$ cat src/rtl/branch_resolve.sv
// Execute-stage branch resolution: decides taken/not-taken, computes the
// target, issues a registered redirect and a flush shadow, and counts
// resolved control transfers and redirects.
module branch_resolve #(
  parameter int XLEN      = 32,
  parameter int FLUSH_CYC = 2
) (
  input  logic            i_clk,
  input  logic            i_rst_n,
  input  logic            i_valid,
  input  logic            i_stall,
  input  logic            i_is_branch,
  input  logic            i_is_jal,
  input  logic            i_is_jalr,
  input  logic [2:0]      i_funct3,
  input  logic [XLEN-1:0] i_pc,
  input  logic [XLEN-1:0] i_imm,
  input  logic [XLEN-1:0] i_rs1,
  input  logic            i_eq,
  input  logic            i_lt,
  input  logic            i_ltu,
  output logic            o_redirect,
  output logic [XLEN-1:0] o_target,
  output logic            o_flush,
  output logic            o_misalign,
  output logic [31:0]     o_br_cnt,
  output logic [31:0]     o_redir_cnt
);

  typedef enum logic {IDLE, SHADOW} state_t;

  localparam logic [XLEN-1:0] LSB_CLR = {{(XLEN-1){1'b1}}, 1'b0};
  localparam logic [2:0]      SHADOW_LEN = 3'(FLUSH_CYC);

  state_t          state, state_nxt;
  logic [2:0]      cnt, cnt_nxt;
  logic            cond, is_cf, taken, acc;
  logic            resolve, do_redir, do_mis;
  logic [XLEN-1:0] tgt;

  // Condition decode, target generation and the accept/redirect qualifiers
  always_comb begin
    cond = 1'b0;
    case (i_funct3)
      3'b000:  cond = i_eq;
      3'b001:  cond = ~i_eq;
      3'b100:  cond = i_lt;
      3'b101:  cond = ~i_lt;
      3'b110:  cond = i_ltu;
      3'b111:  cond = ~i_ltu;
      default: cond = 1'b0;
    endcase
    is_cf = i_is_branch | i_is_jal | i_is_jalr;
    // jalr > jal > branch; both jumps are unconditional
    taken = i_is_jalr | i_is_jal | (i_is_branch & cond);
    tgt   = i_is_jalr ? ((i_rs1 + i_imm) & LSB_CLR) : (i_pc + i_imm);
    // o_flush is high exactly while in SHADOW, so this also gates out SHADOW
    acc      = i_valid & ~i_stall & ~o_flush;
    resolve  = acc & is_cf & (state == IDLE);
    do_redir = resolve & taken & ~tgt[1];
    do_mis   = resolve & taken & tgt[1];
  end

  // Next-state logic: shadow length counts only advancing (unstalled) cycles
  always_comb begin
    state_nxt = state;
    cnt_nxt   = cnt;
    case (state)
      IDLE: begin
        if (do_redir) begin
          state_nxt = SHADOW;
          cnt_nxt   = SHADOW_LEN;
        end
      end
      SHADOW: begin
        if (!i_stall) begin
          if (cnt <= 3'd1) begin
            state_nxt = IDLE;
            cnt_nxt   = 3'd0;
          end else begin
            cnt_nxt = cnt - 3'd1;
          end
        end
      end
      default: begin
        state_nxt = IDLE;
        cnt_nxt   = 3'd0;
      end
    endcase
  end

  // State, registered outputs and performance counters
  always_ff @(posedge i_clk) begin
    if (!i_rst_n) begin
      state       <= IDLE;
      cnt         <= 3'd0;
      o_redirect  <= 1'b0;
      o_target    <= '0;
      o_flush     <= 1'b0;
      o_misalign  <= 1'b0;
      o_br_cnt    <= 32'd0;
      o_redir_cnt <= 32'd0;
    end else begin
      state       <= state_nxt;
      cnt         <= cnt_nxt;
      o_redirect  <= do_redir;
      o_misalign  <= do_mis;
      o_flush     <= (state_nxt == SHADOW);
      if (do_redir) o_target <= tgt;
      o_br_cnt    <= o_br_cnt + 32'(resolve);
      o_redir_cnt <= o_redir_cnt + 32'(do_redir);
    end
  end

endmodule

$ cat config.mk
export PLATFORM = sky130hd
export DESIGN_NAME = branch_resolve
export DESIGN_NICKNAME = d
export VERILOG_FILES = /design/src/rtl/branch_resolve.sv
export SDC_FILE = /design/constraint.sdc
export NUM_CORES = 1
export LEC_CHECK = 0
export CAP_MARGIN = 20
export CORE_ASPECT_RATIO = 0.75
export CORE_MARGIN = 4
export CORE_UTILIZATION = 40
export DETAILED_ROUTE_END_ITERATION = 10
export GPL_TIMING_DRIVEN = 0
export PLACE_DENSITY = 0.65
export SETUP_SLACK_MARGIN = 0.2
export SLEW_MARGIN = 40
export SYNTH_ARGS = -nofsm -noshare
export SYNTH_HDL_FRONTEND = slang
export SYNTH_SLANG_ARGS = --single-unit
$ cat constraint.sdc
create_clock -name i_clk -period 6.9 [get_ports i_clk]
set_clock_uncertainty 0.1 [all_clocks]
set_input_delay 1.38 -clock i_clk [delete_from_list [all_inputs] [get_ports i_clk]]
set_output_delay 1.38 -clock i_clk [all_outputs]
set_load 0.01 [all_outputs]
==> results.json, run 1 <==
{
  "outcome": "complete, no violations",
  "critPathMaxFanout": 10,
  "dp_hpwl_mm": 20.20,
  "synthesis.nets": 1141,
  "dp_slack_ns": 0.7494,
  "yosysWarnings": 0,
  "hold_ws_ns": 0.3609,
  "cts_resized": 0,
  "worstMarginPinSlew_ns": 0.7088,
  "postCtsSetupBuffers": 0,
  "cp_slowest_cell": "clkdlybuf4s50_1",
  "nNetsFinal": 1357,
  "clk_pin_slew_ns": 0.08,
  "cp.arrival_ns": 5.94,
  "worst_setup_path_start_kind": "input pin",
  "post_drt_wl_per_cell_um": 17.47,
  "grt_use_total_pct": 22.17,
  "initial_core_util_pct": 41.20,
  "htree_num_levels": 3,
  "dpl.cell_count": 1416,
  "hp-class": "reg2reg",
  "netlist_area_mm2": 0.007691,
  "layout_commonest_cell": "clkdlybuf4s50_1",
  "syn2layout_area_growth_pct": 34.50,
  "setup_viol": 0,
  "grt_pass1_wl_mm": 38.85,
  "clock-sinks": 102,
  "syn_inst": 964,
  "clockBufferDepth": 2,
  "r2r_slack_ns": 2.56,
  "crit_path_frequent_cell": "nor2_1",
  "port_buffers": 205,
  "grt.overflow.total": 0,
  "drt_iter0_markers": 673,
  "powerDensity_mw_per_mm2": 159.3,
  "synth.distinct_cells": 82,
  "hold_viol": 0,
  "cts_tree": "done",
  "core_area_mm2": 0.01867,
  "leakagePower_uw": 0.004010,
  "cts-root-buf": "clkbuf_16",
  "wl_met1_mm": 12.83,
  "final_cells": 1432,
  "drive_above_1_share_pct": 4.979,
  "critical_path_class": "in2reg",
  "dieArea_mm2": 0.02153,
  "post_dp_cell_area_mm2": 0.01005,
  "ys_async_sr_fraction_pct": 0,
  "met3WireLength_mm": 1.832,
  "cp_num_buf_inv": 5,
  "drtPass1Iterations": 5,
  "vias_per_cell": 5.536,
  "layout_setup_ws_ns": 1.082,
  "period_share_pct": 84.32,
  "cts_buffers": 9,
  "die_w_um": 168.1,
  "antenna_found_initial": 0,
  "ctsHoldBuffers": 0,
  "seq_area_frac_synth_pct": 26.55,
  "finalMaxSlewViolations": 0,
  "wl_mm": 25.02,
  "final_cell_mix": "clkdlybuf4s50_1 (205), dfxtp_1 (102), nor2_1 (97), a21oi_1 (83), nand2_1 (79)",
  "ir_worst_vdd_uv": 110.8,
  "period_minus_slack_ns": 5.818,
  "max_cap_violations": 0,
  "fmax_ghz": 0.1719,
  "diodes": 0,
  "cp_cell_sequence": "clkdlybuf4s50_1, ha_1, inv_1, fa_1, mux2i_1, nand2b_1, buf_2, clkinv_1, clkbuf_1, ha_1, ha_1, nand2_1, nor2_1, nand4_1, nor2_1, nand4_1, nor2_1, nand2_1, xor2_1, nor2_1",
  "rows": 43,
  "via_count": 7928,
  "syn_avg_cell_area_um2": 7.978,
  "grt_max_degree": 20,
  "drc": 0,
  "slowest_delay_ns": 0.52,
  "die_y_um": 128.1,
  "tns_ns": 0,
  "max_slew_margin_pct": 52.74,
  "synthFlopType": "dfxtp_1",
  "routed-wl-met2_mm": 10.24,
  "pin_count": 208,
  "synth_edf_count": 0,
  "num-fill-cells": 1780,
  "rsz0062_at_grt": "no",
  "routed.top_layer": "met4",
  "final_cell_area_mm2": 0.01034,
  "grt_pass1_vias": 7198,
  "cp_top_family": "simple AND/OR/NAND/NOR gates",
  "yosys_register_bits": 102,
  "endpoint_kind": "register",
  "ant_nets": 0,
  "worst-endpoint-required_ns": 7.02,
  "worst_skew_pair.late_latency_ns": 0.35,
  "routabilityCongestion": 0.9014
}
## power by group
part	switching [uW]	internal, uW
sequential	11.9	603
combinational	286	240
clock	252	255
## registers in the layout (all words and copies together), names as in the netlist
signal and count:
cnt 3, state 1, o_redirect 1, o_br_cnt 32
o_redir_cnt 32, o_misalign 1, o_target 32
## final cells by class
class                      count  area [um2]  area share [%]
clock buffer                   9       225.2           2.177
inverter                      24       90.09          0.8708
clock inverter                 7       67.56          0.6531
multi-input combinational    805        5348           51.69
buffer                        33       211.5           2.044
timing repair buffer         205        2052           19.84
tap                          247       309.0           2.987
sequential                   102        2042           19.74
## routing by layer
layer | up-vias | GRT usage, %
li1 | 3944 | -
met1 | 3699 | 34.20
met2 | 272 | 32.70
met3 | 13 | 4.254
met4 | 0 | 2.719
met5 | - | 0
## cell usage after synthesis, types with 13 or more instances
| library cell | n | area share (%) |
|---|---|---|
| a21oi_1 | 83 | 5.4 |
| a31oi_1 | 13 | 1.1 |
| nand3_1 | 54 | 3.5 |
| and3_1 | 16 | 1.3 |
| a211oi_1 | 13 | 1.3 |
| clkbuf_1 | 19 | 0.93 |
| ha_1 | 66 | 11 |
| o21ai_0 | 64 | 4.2 |
| nor3_1 | 13 | 0.85 |
| nor2_1 | 97 | 4.7 |
| and2_1 | 18 | 1.5 |
| inv_1 | 22 | 1.1 |
| a21o_1 | 24 | 2.3 |
| nand2_1 | 79 | 3.9 |
| dfxtp_1 | 102 | 27 |
| xnor2_1 | 39 | 4.4 |
| nand4_1 | 17 | 1.4 |
| or3_1 | 17 | 1.4 |
| xor2_1 | 57 | 6.5 |
## worst paths after layout
kind	from	endpoint	cells after the start
setup / recovery	i_imm[0]	o_redir_cnt[30]$_SDFF_PN0_	20
hold / removal	o_target[0]$_SDFFE_PN0P_	o_target[0]$_SDFFE_PN0P_	2
setup reg to reg	state$_SDFF_PN0_	o_redir_cnt[30]$_SDFF_PN0_	17
hold reg to reg	o_target[0]$_SDFFE_PN0P_	o_target[0]$_SDFFE_PN0P_	2
## tightest hold or removal path: stages (launching register included)
cell	delay, ns
dfxtp_1	0.32
nand2_1	0.05
a21oi_1	0.05
## cells by family after synthesis
logic type / Yosys count / share of synthesized area [%]
multiplexers: 6 / 0.7809
AND/OR/NAND/NOR: 350 / 22.32
flip-flops: 102 / 26.55
buffers and inverters: 57 / 3.920
adder cells (fa/ha/maj): 68 / 11.26
AO/OA/AOI/OAI: 285 / 24.24
XOR/XNOR: 96 / 10.93
## per-stage QoR
stage	total power [uW]	utilization, %
floorplan	946.6	-
CTS	1648	55.41
detailed placement	1143	53.84
global placement	1142	53.84
finish	1648	55.41
global route	1732	55.41
No activity file was read; power rests on OpenSTA's default activity.
==> run 2, diff against run 1 <==
--- a/config.mk
+++ b/config.mk
@@ -11,7 +11,7 @@
 export CORE_UTILIZATION = 40
 export DETAILED_ROUTE_END_ITERATION = 10
 export GPL_TIMING_DRIVEN = 0
-export PLACE_DENSITY = 0.65
+export PLACE_DENSITY = 0.68
 export SETUP_SLACK_MARGIN = 0.2
 export SLEW_MARGIN = 40
 export SYNTH_ARGS = -nofsm -noshare
==> constraint.sdc (replaced) <==
create_clock -name i_clk -period 5.3 [get_ports i_clk]
set_clock_uncertainty 0.1 [all_clocks]
set_input_delay 1.06 -clock i_clk [delete_from_list [all_inputs] [get_ports i_clk]]
set_output_delay 1.06 -clock i_clk [all_outputs]
set_load 0.01 [all_outputs]
==> run 2 against run 1 <==
Net effect: design area increased by 0.35%; critical path depth fell by 2; register-to-register slack lost 0.86 ns; core utilization increased by 0.19 points; clock power up 36%; die area did not move; sequential power grew 30%.
==> results.json, run 2 (synthesis results as in run 1) <==
{
  "grt_use_total_pct": 22.26,
  "comb_power_share_pct": 31.4,
  "drtPass1Iterations": 5,
  "pwr-share-clk_pct": 31.7,
  "htree_num_levels": 3,
  "wl_mm": 25.19,
  "grt_pass1_wl_mm": 38.92,
  "drc": 0,
  "gr-usage-met2_pct": 32.63,
  "outcome": "complete, no violations",
  "rr_startpoint": "state$_SDFF_PN0_",
  "swShare_pct": 32.31,
  "hold_viol": 0,
  "clk_pin_slew_ns": 0.07,
  "grt_util_met3_pct": 4.408,
  "cp.arrival_ns": 4.90,
  "rr_worst_depth": 15,
  "finalMaxSlewViolations": 0,
  "core_area_mm2": 0.01867,
  "grt.overflow.total": 0,
  "ant_nets": 0,
  "pin_count": 208,
  "tns_ns": 0,
  "cts_buffers": 9,
  "ir_worst_vdd_uv": 155.5,
  "fmax_ghz": 0.2094,
  "drt_iter0_markers": 664,
  "leakagePower_uw": 0.004028,
  "cts_tree": "done",
  "grt_util_met1_pct": 34.18,
  "antenna_found_initial": 0,
  "dp_hpwl_mm": 20.29,
  "critical_path_class": "in2reg",
  "hold-path-cell-count": 2,
  "top_regs": "o_br_cnt: 32 flops, o_redir_cnt: 32 flops, o_target: 32 flops",
  "routabilityCongestion": 0.9173,
  "period_minus_slack_ns": 4.777,
  "die_y_um": 128.1,
  "port_buffers": 205,
  "num-fill-cells": 1787,
  "final_cell_mix": "clkdlybuf4s50_1 (205), dfxtp_1 (102), nor2_1 (96), a21oi_1 (83), nand2_1 (79)",
  "setup_viol": 0,
  "rows": 43,
  "vias_per_cell": 5.551,
  "worst_setup_path_start_kind": "input pin",
  "cp_slowest_cell": "clkdlybuf4s50_1",
  "clockBufferDepth": 2,
  "regArea_mm2": 0.002042,
  "diodes": 0,
  "post_drt_wl_per_cell_um": 17.57,
  "critPathMaxFanout": 19,
  "max_cap_violations": 0,
  "post_dp_cell_area_mm2": 0.01005,
  "rsz0062_at_grt": "no",
  "cp_cell_sequence": "clkdlybuf4s50_1, ha_1, inv_1, fa_1, mux2i_1, nand2b_1, buf_2, inv_4, ha_1, nand3_1, nor2_1, and4_1, and3_1, nand4_1, nor2_2, nand3_1, xor2_1, nor2_1",
  "hp-class": "reg2reg",
  "switching_power_uw": 701.8,
  "final_cell_area_mm2": 0.01038,
  "ctsHoldBuffers": 0,
  "dieArea_mm2": 0.02153,
  "grt_max_degree": 20,
  "rr_endpoint": "o_redir_cnt[31]$_SDFF_PN0_",
  "top_usage_layer": "met1",
  "drive_above_1_share_pct": 5.392,
  "grt_pass1_vias": 7290,
  "max_slew_margin_pct": 52.16,
  "clock-sinks": 102,
  "worst_skew_pair.late_latency_ns": 0.35,
  "nNetsFinal": 1359,
  "layout_commonest_cell": "clkdlybuf4s50_1",
  "p_int_uw": 1470,
  "hold_end": "o_target[0]$_SDFFE_PN0P_",
  "r2r_slack_ns": 1.70,
  "cts-root-buf": "clkbuf_16",
  "seqPwrFrac_pct": 36.9,
  "initial_core_util_pct": 41.20,
  "endpoint_kind": "register",
  "slowest_delay_ns": 0.53,
  "die_w_um": 168.1,
  "period_share_pct": 90.13,
  "hp-start": "o_target[0]$_SDFFE_PN0P_",
  "powerDensity_mw_per_mm2": 209.2,
  "syn2layout_area_growth_pct": 34.98,
  "multiInputGateArea_mm2": 0.005350,
  "worst-endpoint-required_ns": 5.42,
  "worstMarginPinSlew_ns": 0.7175,
  "via_count": 7960
}
run 2: per-layer routing:
| metal | vias to the layer above | share of wire [%] |
|---|---|---|
| met5 | - | 0 |
| met4 | 0 | 0.77 |
| met3 | 15 | 8.4 |
| met2 | 304 | 41 |
| met1 | 3689 | 49 |
| li1 | 3952 | - |
run 2: cell type report:
class,count,share of cell area [%]
clock inverter,7,0.7714
tap,247,2.977
clock buffer,9,2.169
inverter,24,0.8919
multi-input combinational,805,51.54
sequential,102,19.67
buffer,32,2.001
timing repair buffer,208,19.98
run 2: timing repair:
item                       4_1_cts  5_1_grt
resized for setup                1        2
setup endpoints to repair       12        7
buffers inserted                 0        3
pin swaps                        0        2
run 2: critical path, delay by kind of cell:
| kind | cells | cell delay, ns |
|---|---|---|
| buffers and inverters | 4 | 0.99 |
| and+or+nand+nor | 9 | 1.66 |
| muxes | 1 | 0.10 |
| xor gates and xnor gates | 1 | 0.15 |
| adders and majority gates | 3 | 0.92 |
run 2: worst max-delay path by stage:
stage	depth (start not counted)	startpoint	slack (ns)	end
global route	18	i_imm[0]	0.25	o_redir_cnt[31]$_SDFF_PN0_
global placement	20	i_imm[0]	-0.53	o_redir_cnt[30]$_SDFF_PN0_
floorplan	17	i_pc[0]	0.98	o_redir_cnt[24]$_SDFF_PN0_
detailed placement	20	i_imm[0]	-0.53	o_redir_cnt[30]$_SDFF_PN0_
finish	18	i_imm[0]	0.52	o_redir_cnt[31]$_SDFF_PN0_
CTS	19	i_imm[0]	0.32	o_redir_cnt[30]$_SDFF_PN0_
run 2: power groups by stage:
stage / sequential [uW] / clock [uW] / combinational [uW]
4_1_cts: 801 / 700 / 673
3_5_place_dp: 818 / 0 / 669
5_1_grt: 802 / 725 / 742
6_report: 801 / 688 / 683
2_1_floorplan: 821 / 0 / 412
3_3_place_gp: 818 / 0 / 667
run 2: per-stage QoR:
| stage | total power (uW) | util (%) | std cells | hold slack, ns | setup slack [ns] |
|---|---|---|---|---|---|
| 2_1_floorplan | 1232 | - | 964 | 0.3761 | 0.9846 |
| 3_3_place_gp | 1485 | 53.84 | 1416 | 0.3434 | -0.5253 |
| 3_5_place_dp | 1488 | 53.84 | 1416 | 0.3564 | -0.5325 |
| 4_1_cts | 2174 | 55.47 | 1431 | 0.3661 | 0.3238 |
| 5_1_grt | 2270 | 55.61 | 1434 | 0.3832 | 0.2459 |
| 6_report | 2172 | 55.61 | 1434 | 0.3676 | 0.5233 |
==> run 3, diff against run 2 <==
--- a/config.mk
+++ b/config.mk
@@ -13,7 +13,6 @@
 export GPL_TIMING_DRIVEN = 0
 export PLACE_DENSITY = 0.68
 export SETUP_SLACK_MARGIN = 0.2
-export SLEW_MARGIN = 40
 export SYNTH_ARGS = -nofsm -noshare
 export SYNTH_HDL_FRONTEND = slang
 export SYNTH_SLANG_ARGS = --single-unit
==> results of run 3 <==
Final layout, timing and power as in run 2 (identical DEF).
